**src/rtl/md_pkg.sv**
```systemverilog
// ============================================================================
// md_pkg : shared encodings, default latencies and state type for the
//          multiply/divide issue controller.
// Rev 1.0
// ============================================================================
`default_nettype none

package md_pkg;

  localparam logic [1:0] MD_MULTU  = 2'd0;
  localparam logic [1:0] MD_DIVU   = 2'd1;
  localparam logic [1:0] MD_MULT   = 2'd2;
  localparam logic [1:0] MD_DIV    = 2'd3;

  localparam logic [1:0] MDWE_NONE = 2'd0;
  localparam logic [1:0] MDWE_HI   = 2'd1;
  localparam logic [1:0] MDWE_LO   = 2'd2;

  localparam int MUL_LAT_DEF = 5;
  localparam int DIV_LAT_DEF = 10;

  typedef enum logic [0:0] {
    IDLE = 1'b0,
    BUSY = 1'b1
  } md_state_e;

  // Bit 0 of the op code separates divides from multiplies.
  function automatic logic md_is_div(input logic [1:0] op);
    return op[0];
  endfunction

endpackage

`default_nettype wire

```
**src/rtl/md_busy_counter.sv**
```systemverilog
// ============================================================================
// md_busy_counter : loadable down-counter mirroring the MULDIV busy timer.
// Rev 1.0
// ============================================================================
`default_nettype none

module md_busy_counter
  import md_pkg::*;
#(
  parameter int CNT_W = 5
) (
  input  logic             clk,
  input  logic             reset,
  input  logic             load,
  input  logic [CNT_W-1:0] load_val,
  output logic [CNT_W-1:0] cnt,
  output logic             busy,
  output logic             zero
);

  md_state_e        state_q, state_d;
  logic [CNT_W-1:0] cnt_q, cnt_d;

  always_comb begin
    state_d = state_q;
    cnt_d   = cnt_q;
    if (load) begin
      state_d = BUSY;
      cnt_d   = load_val;
    end else if (state_q == BUSY) begin
      // The last busy cycle returns straight to IDLE so a new op can issue.
      if (cnt_q == CNT_W'(1)) begin
        state_d = IDLE;
        cnt_d   = '0;
      end else begin
        cnt_d   = cnt_q - CNT_W'(1);
      end
    end
  end

  always_ff @(posedge clk or posedge reset) begin
    if (reset) begin
      state_q <= IDLE;
      cnt_q   <= '0;
    end else begin
      state_q <= state_d;
      cnt_q   <= cnt_d;
    end
  end

  assign cnt  = cnt_q;
  assign busy = (state_q == BUSY);
  assign zero = (cnt_q == '0);

endmodule

`default_nettype wire

```
**src/rtl/md_issue_ctrl.sv**
```systemverilog
// ============================================================================
// md_issue_ctrl : E-stage issuer and HI/LO interlock for the MULDIV unit.
// Optional macro MD_STALL_STAT_EN adds stall_cycles / issue_count counters.
// Rev 1.0
// ============================================================================
`default_nettype none

module md_issue_ctrl
  import md_pkg::*;
#(
  parameter int MUL_LAT = MUL_LAT_DEF,
  parameter int DIV_LAT = DIV_LAT_DEF,
  parameter int CNT_W   = 5
) (
  input  logic             clk,
  input  logic             reset,
  input  logic             e_valid,
  input  logic             e_md_req,
  input  logic [1:0]       e_md_op,
  input  logic [1:0]       e_md_we,
  input  logic             flush,
  input  logic             d_is_md,
  output logic             start,
  output logic [1:0]       mdop,
  output logic [1:0]       mdwe,
  output logic             busy,
  output logic             stall_d,
`ifdef MD_STALL_STAT_EN
  output logic [31:0]      stall_cycles,
  output logic [31:0]      issue_count,
`endif
  output logic [CNT_W-1:0] cnt
);

  logic             idle;
  logic             cnt_zero;
  logic             issue;
  logic             we_ok;
  logic [CNT_W-1:0] load_val;

  md_busy_counter #(
    .CNT_W (CNT_W)
  ) u_busy_counter (
    .clk      (clk),
    .reset    (reset),
    .load     (issue),
    .load_val (load_val),
    .cnt      (cnt),
    .busy     (busy),
    .zero     (cnt_zero)
  );

  assign idle     = ~busy & cnt_zero;
  assign issue    = e_valid & e_md_req & ~flush & idle;
  assign load_val = md_is_div(e_md_op) ? CNT_W'(DIV_LAT) : CNT_W'(MUL_LAT);

  // Only the HI and LO selects reach the unit; encoding 3 collapses to none.
  assign we_ok    = (e_md_we == MDWE_HI) || (e_md_we == MDWE_LO);

  assign start    = issue;
  assign mdop     = issue ? e_md_op : MD_MULTU;
  assign mdwe     = (e_valid & ~flush & ~e_md_req & idle & we_ok) ? e_md_we : MDWE_NONE;
  assign stall_d  = d_is_md & (busy | start);

`ifdef MD_STALL_STAT_EN
  logic [31:0] stall_cycles_q, stall_cycles_d;
  logic [31:0] issue_count_q,  issue_count_d;

  always_comb begin
    stall_cycles_d = stall_cycles_q;
    issue_count_d  = issue_count_q;
    if (stall_d && (stall_cycles_q != 32'hFFFF_FFFF)) stall_cycles_d = stall_cycles_q + 32'd1;
    if (start   && (issue_count_q  != 32'hFFFF_FFFF)) issue_count_d  = issue_count_q  + 32'd1;
  end

  always_ff @(posedge clk or posedge reset) begin
    if (reset) begin
      stall_cycles_q <= '0;
      issue_count_q  <= '0;
    end else begin
      stall_cycles_q <= stall_cycles_d;
      issue_count_q  <= issue_count_d;
    end
  end

  assign stall_cycles = stall_cycles_q;
  assign issue_count  = issue_count_q;
`endif

endmodule

`default_nettype wire

```
**config.mk**
```make
export PLATFORM = sky130hd
export DESIGN_NAME = md_issue_ctrl
export DESIGN_NICKNAME = d
export VERILOG_FILES = /design/src/rtl/md_pkg.sv /design/src/rtl/md_busy_counter.sv /design/src/rtl/md_issue_ctrl.sv
export SDC_FILE = /design/constraint.sdc
export NUM_CORES = 1
export LEC_CHECK = 0
export CAP_MARGIN = 20
export CORE_AREA = 2 2 39 41
export DETAILED_ROUTE_END_ITERATION = 12
export DIE_AREA = 0 0 41 43
export GPL_TIMING_DRIVEN = 0
export PLACE_DENSITY = 0.69
export SLEW_MARGIN = 20
export SYNTH_ARGS = -nofsm -noshare
export SYNTH_HDL_FRONTEND = slang
export SYNTH_SLANG_ARGS = --single-unit
```
**constraint.sdc**
```tcl
create_clock -name clk -period 2.5 [get_ports clk]
set_input_delay 0.375 -clock clk [delete_from_list [all_inputs] [get_ports clk]]
set_output_delay 0.375 -clock clk [all_outputs]
set_load 0.05 [all_outputs]
```
======== Yosys cells after proc, flatten, opt, wreduce, memory -nomap -nowiden ========
Cells that the tools add are included.
W data, S select, Z words.
operators by class
  multipliers ............................. 0
  bitwise operators ....................... 13
  muxes and demuxes ....................... 9
  $lt $le $gt $ge ......................... 0
  shifts and indexed selects .............. 0
  div/mod/pow operators ................... 0
  add/sub/neg operators ................... 1
  equality and inequality tests ........... 3
  reductions and logical operators ........ 3
operators by type and width
  kind                   count
  $mux W5                3
  $and A1 B1 Y1          9
  $eq A5 B1 Y1 const B   1
  $logic_not A5 Y1       1
  $sub A5 B1 Y5 const B  1
  $mux W2                2
  $mux W4                1
  $mux W1                3
  $not A1 Y1             3
  $eq A2 B1 Y1 const B   1
  $eq A2 B2 Y1 const B   1
  $reduce_bool A2 Y1     1
  $logic_or A1 B1 Y1     1
  $or A1 B1 Y1           1
storage, ports and cells
  logic and storage cells ................. 31
  memory bits (writable) .................. 0
  input bits .............................. 10
  bits in read-only memories .............. 0
  bits in latches ......................... 0
  bits in registers ....................... 6
  output and inout bits ................... 12
  memories kept ........................... 0

======== Longest topological paths before layout ========
Gate-level depths: netlist (run 1).
  word-level depth ........................ 6
  gate-level depth with buffers ........... 6
  mapped depth without buffers ............ 6

======== Cells and area by module ========
Synthesis (run 1) repeated with hierarchy kept, for this count alone.
second synthesis, totals
  cells, all modules ...................... 50
  area, all modules ....................... 475.5 µm²
modules (own cells, without submodules)
  module           times used  area each (µm²)  seq. area each (µm²)  cells an instance
  md_busy_counter  1           391.6            150.1                 39
  md_issue_ctrl    1           83.8             0.0                   11

======== Worst setup path before layout (run 1) ========
Ideal clock, no wire load.
  path type ............................... reg2out
  from .................................... reg u_busy_counter.cnt_q[0], in the netlist u_busy_counter.cnt[0]
  to ...................................... out mdwe[0]
  buffers on the path ..................... 0
  data arrival time ....................... 2.395 ns
  setup slack ............................. -0.270 ns
  stages on the path, launching flop included .. 6
  required time ........................... 2.125 ns
  cells stage by stage .................... dfrtp_1 inv_1 ha_1 and4bb_4 nand2_1 nor3b_1
between the ends
  longest elaborated chain between the ends .. 5
ends and longest elaborated chain
  item                        line                   RTL
  start, declared             md_busy_counter.sv:22  logic [CNT_W-1:0] cnt_q, cnt_d;
  start signal, assigned      md_busy_counter.sv:47  cnt_q <= cnt_d;
  $logic_not A5 Y1            md_busy_counter.sv:53  assign zero = (cnt_q == '0);
  $and A1 B1 Y1               md_issue_ctrl.sv:53    assign idle = ~busy & cnt_zero;
  $and A1 B1 Y1 (2 in a row)  md_issue_ctrl.sv:62    assign mdwe = (e_valid & ~flush & ~e_md_req & idle & we_ok) ? e_md_we : MDWE_NONE;
  $mux W2                     md_issue_ctrl.sv:62
  end, declared               md_issue_ctrl.sv:25    output logic [1:0] mdwe,
Every way passes these cells.

======== Final worst setup path (run 1) ========
Ends and elaborated chain as after synthesis.

==> flow_summary.yaml, run 1 <==
power_and_ir_drop:
  vdd_ir_drop_max_uv: 477.6
  p_leak_nw: 0.3126
  power_density_nw_per_um2: 1158
clocking:
  tritoncts: "done"
  cts_buffers: 3
  numClockSinks: 6
  path_clk_slew_ns: 0.04
  cts-root-buf: "clkbuf_4"
  clockBufferDepth: 2
  htreeDepth: 1
  ctsHoldBuffers: 0
  clk_latency_ns: 0.24
detailed_routing:
  drt_iter0_markers: 6
  drt_pass1_iterations: 4
  routedWlPerCell_um: 11.40
  vias: 436
  drt_wl_total_um: 992
  viasPerCell: 5.011
  ant_nets: 0
  drc_errors: 0
finish:
  seq_area_sq_um: 150.1
  n_antenna_cell: 0
  multi_input_area_sq_um: 292.8
  nets: 86
  fillerInstances: 131
  fin_cells: 87
  drive_gt1_share_pct: 19.72
  final_area_sq_um: 713.2
  area_growth_pct: 57.46
critical_path:
  cp-end-kind: "output port"
  rrSetupSlack_ns: 0.94
  required_ns: 2.12
  cpPeakStageDelay_ns: 0.52
  startpoint: "u_busy_counter.cnt[0]$_DFFE_PP0P_"
  critPathMaxFanout: 6
  rr_endpoint: "u_busy_counter.cnt[1]$_DFFE_PP0P_"
  cp-start-kind: "flop"
  critPathKind: "flop to output port"
  reg2reg_depth: 6
  crit_path_end: "mdwe[0]"
  critical_path.slowest_cell: "clkdlybuf4s15_1"
  cp_data_arrival_time_ns: 2.02
  path_cells: "inv_1 -> ha_1 -> and4bb_4 -> nand2_1 -> nor3b_2 -> clkdlybuf4s15_1"
  timing.rr.start: "u_busy_counter.cnt[0]$_DFFE_PP0P_"
yosys:
  synth_edf_count: 0
  synth_top_area_share_pct: 33.15
  synth_flop_cell: "dfrtp_1"
  yosys-top-cells-area: "dfrtp_1, ha_1, inv_1"
  synth_common_cells: "dfrtp_1, inv_1, nand2_1, nor3_1"
  syn_area_sq_um: 452.9
  synthArstFlopShare_pct: 100.0
  ys_warn_count: 0
  yosysSeqAreaShare_pct: 33.15
  ys_seq_elements: 6
  synth.distinct_cells: 24
  synth_nets: 60
  syn_inst: 47
  avgSynthCellArea_sq_um: 9.637
  synth_top_area_cell: "dfrtp_1"
sta:
  drv_slew: 0
  clock.fmax_mhz: 417.3
  tightestPinTransition_ns: 0.4956
  finClkSkew_ns: 0.0004455
  setup_viol_count_final: 0
  slew-limit-headroom_pct: 66.85
  rsz0062_at_grt: "no"
  hold_slack_ns: 0.3465
  period_share_pct: 95.84
  period_needed_ns: 2.396
  hold_viol: 0
global_route:
  grt_max_degree: 9
  grt.total_usage_pct: 14.20
  grt_pass1_vias: 407
  grt_overflow: 0
  antenna_found_initial: 0
  grt_first_pass_wirelength_um: 1725
place:
  dpl.hpwl_um: 834.8
  port_buffers: 21
  gp_congestion: 0.8342
  placed_cells: 84
  placed_area_sq_um: 693.2
run:
  cap_violations: 0
die:
  core_area_sq_um: 1384
  num_rows: 14
  die_area_sq_um: 1763
  die_w_um: 41
  boundaryPins: 22
  initial_utilization_pct: 32.73
  die_h_um: 43
status:
  outcome: "finished clean"
worst_hold_path:
  worstHoldPathType: "input pin to asynchronous set/reset pin"
==> cell families after synthesis <==
kind of cell             count (synthesis)  share of synthesized area, %
AND/OR/NAND/NOR                         25                         40.61
multiplexers                             1                         2.486
adder cells (fa/ha/maj)                  3                         8.288
buffers and inverters                    7                         5.800
flip-flops                               6                         33.15
AO/OA/AOI/OAI                            5                         9.670
==> worst min-delay path by stage <==
stage / end / slack [ns] / cells past startpoint
5_1_grt: u_busy_counter.busy$_DFF_PP0_ / 0.38 / 2
2_1_floorplan: u_busy_counter.busy$_DFF_PP0_ / 0.17 / 1
3_3_place_gp: u_busy_counter.cnt[1]$_DFFE_PP0P_ / 0.59 / 1
4_1_cts: u_busy_counter.cnt[3]$_DFFE_PP0P_ / 0.35 / 2
6_report: u_busy_counter.busy$_DFF_PP0_ / 0.35 / 2
3_5_place_dp: u_busy_counter.cnt[3]$_DFFE_PP0P_ / 0.60 / 2
==> metrics by stage <==
step	setup TNS, ns	power (mW)	worst slack, ns	util [%]
2_1_floorplan	0	0.5780	0.1937	-
3_5_place_dp	-0.5148	0.7481	-0.1986	50.09
3_3_place_gp	-0.5149	0.7407	-0.1958	50.09
5_1_grt	0	0.8887	0.007277	51.54
6_report	0	0.8256	0.1039	51.54
4_1_cts	0	0.8339	0.001174	51.63
==> registers in the layout (all words and copies together) (netlist names) <==
name	count
u_busy_counter.busy	1
u_busy_counter.cnt	5
==> worst max-delay path: cells and delay by family, from the launching register on <==
kind | cells | cell delay [ns]
adders and majority gates | 1 | 0.15
buffers and inverters | 2 | 0.63
DFF | 1 | 0.44
and+or+nand+nor | 3 | 0.56
==> cell usage in the layout, fill, tap and decap left out, types with 2 or more instances in the layout <==
cell type,netlist,final
clkdlybuf4s50_1,0,15
inv_1,6,6
dfrtp_1,6,6
nand2_1,4,4
nor3_1,4,4
nand2b_1,3,3
ha_1,3,3
clkbuf_4,0,3
dlygate4sd2_1,0,3
nor2_1,2,2
a221o_1,2,2
nor3b_2,0,2
clkdlybuf4s15_1,0,2
==> layer usage <==
metal  routed length, um  vias up  GRT usage (%)
li1                    -      216              -
met3                  59        4          3.141
met5                   0        -              0
met4                  15        0          6.000
met1                 394      201          18.83
met2                 522       15          21.25
==> layout make-up <==
cell class	count	area share, %
Multi-Input combinational cell	34	41.05
Timing Repair Buffer	21	28.25
Sequential cell	6	21.05
Inverter	7	3.684
Clock buffer	3	3.158
Tap cell	16	2.807
==> report_power, final <==
group | switching [mW] | leakage (nW) | internal [mW]
sequential | 0.0994 | 0.0735 | 0.143
combinational | 0.296 | 0.225 | 0.203
clock | 0.0302 | 0.0138 | 0.0540
==> timing repair <==
item                       in CTS  in global routing
gates resized for setup         7                  4
gates cloned                    0                  0
pin swaps                       0                  0
setup endpoints to repair       6                  3
buffers inserted                0                  0
(Power assumes the default switching activity.)
==> run 2, diff against run 1 <==
TNS_END_PERCENT = 100   (was default)
==> results of run 2 <==
No change in the layout: final DEF, timing and power equal those of run 1.
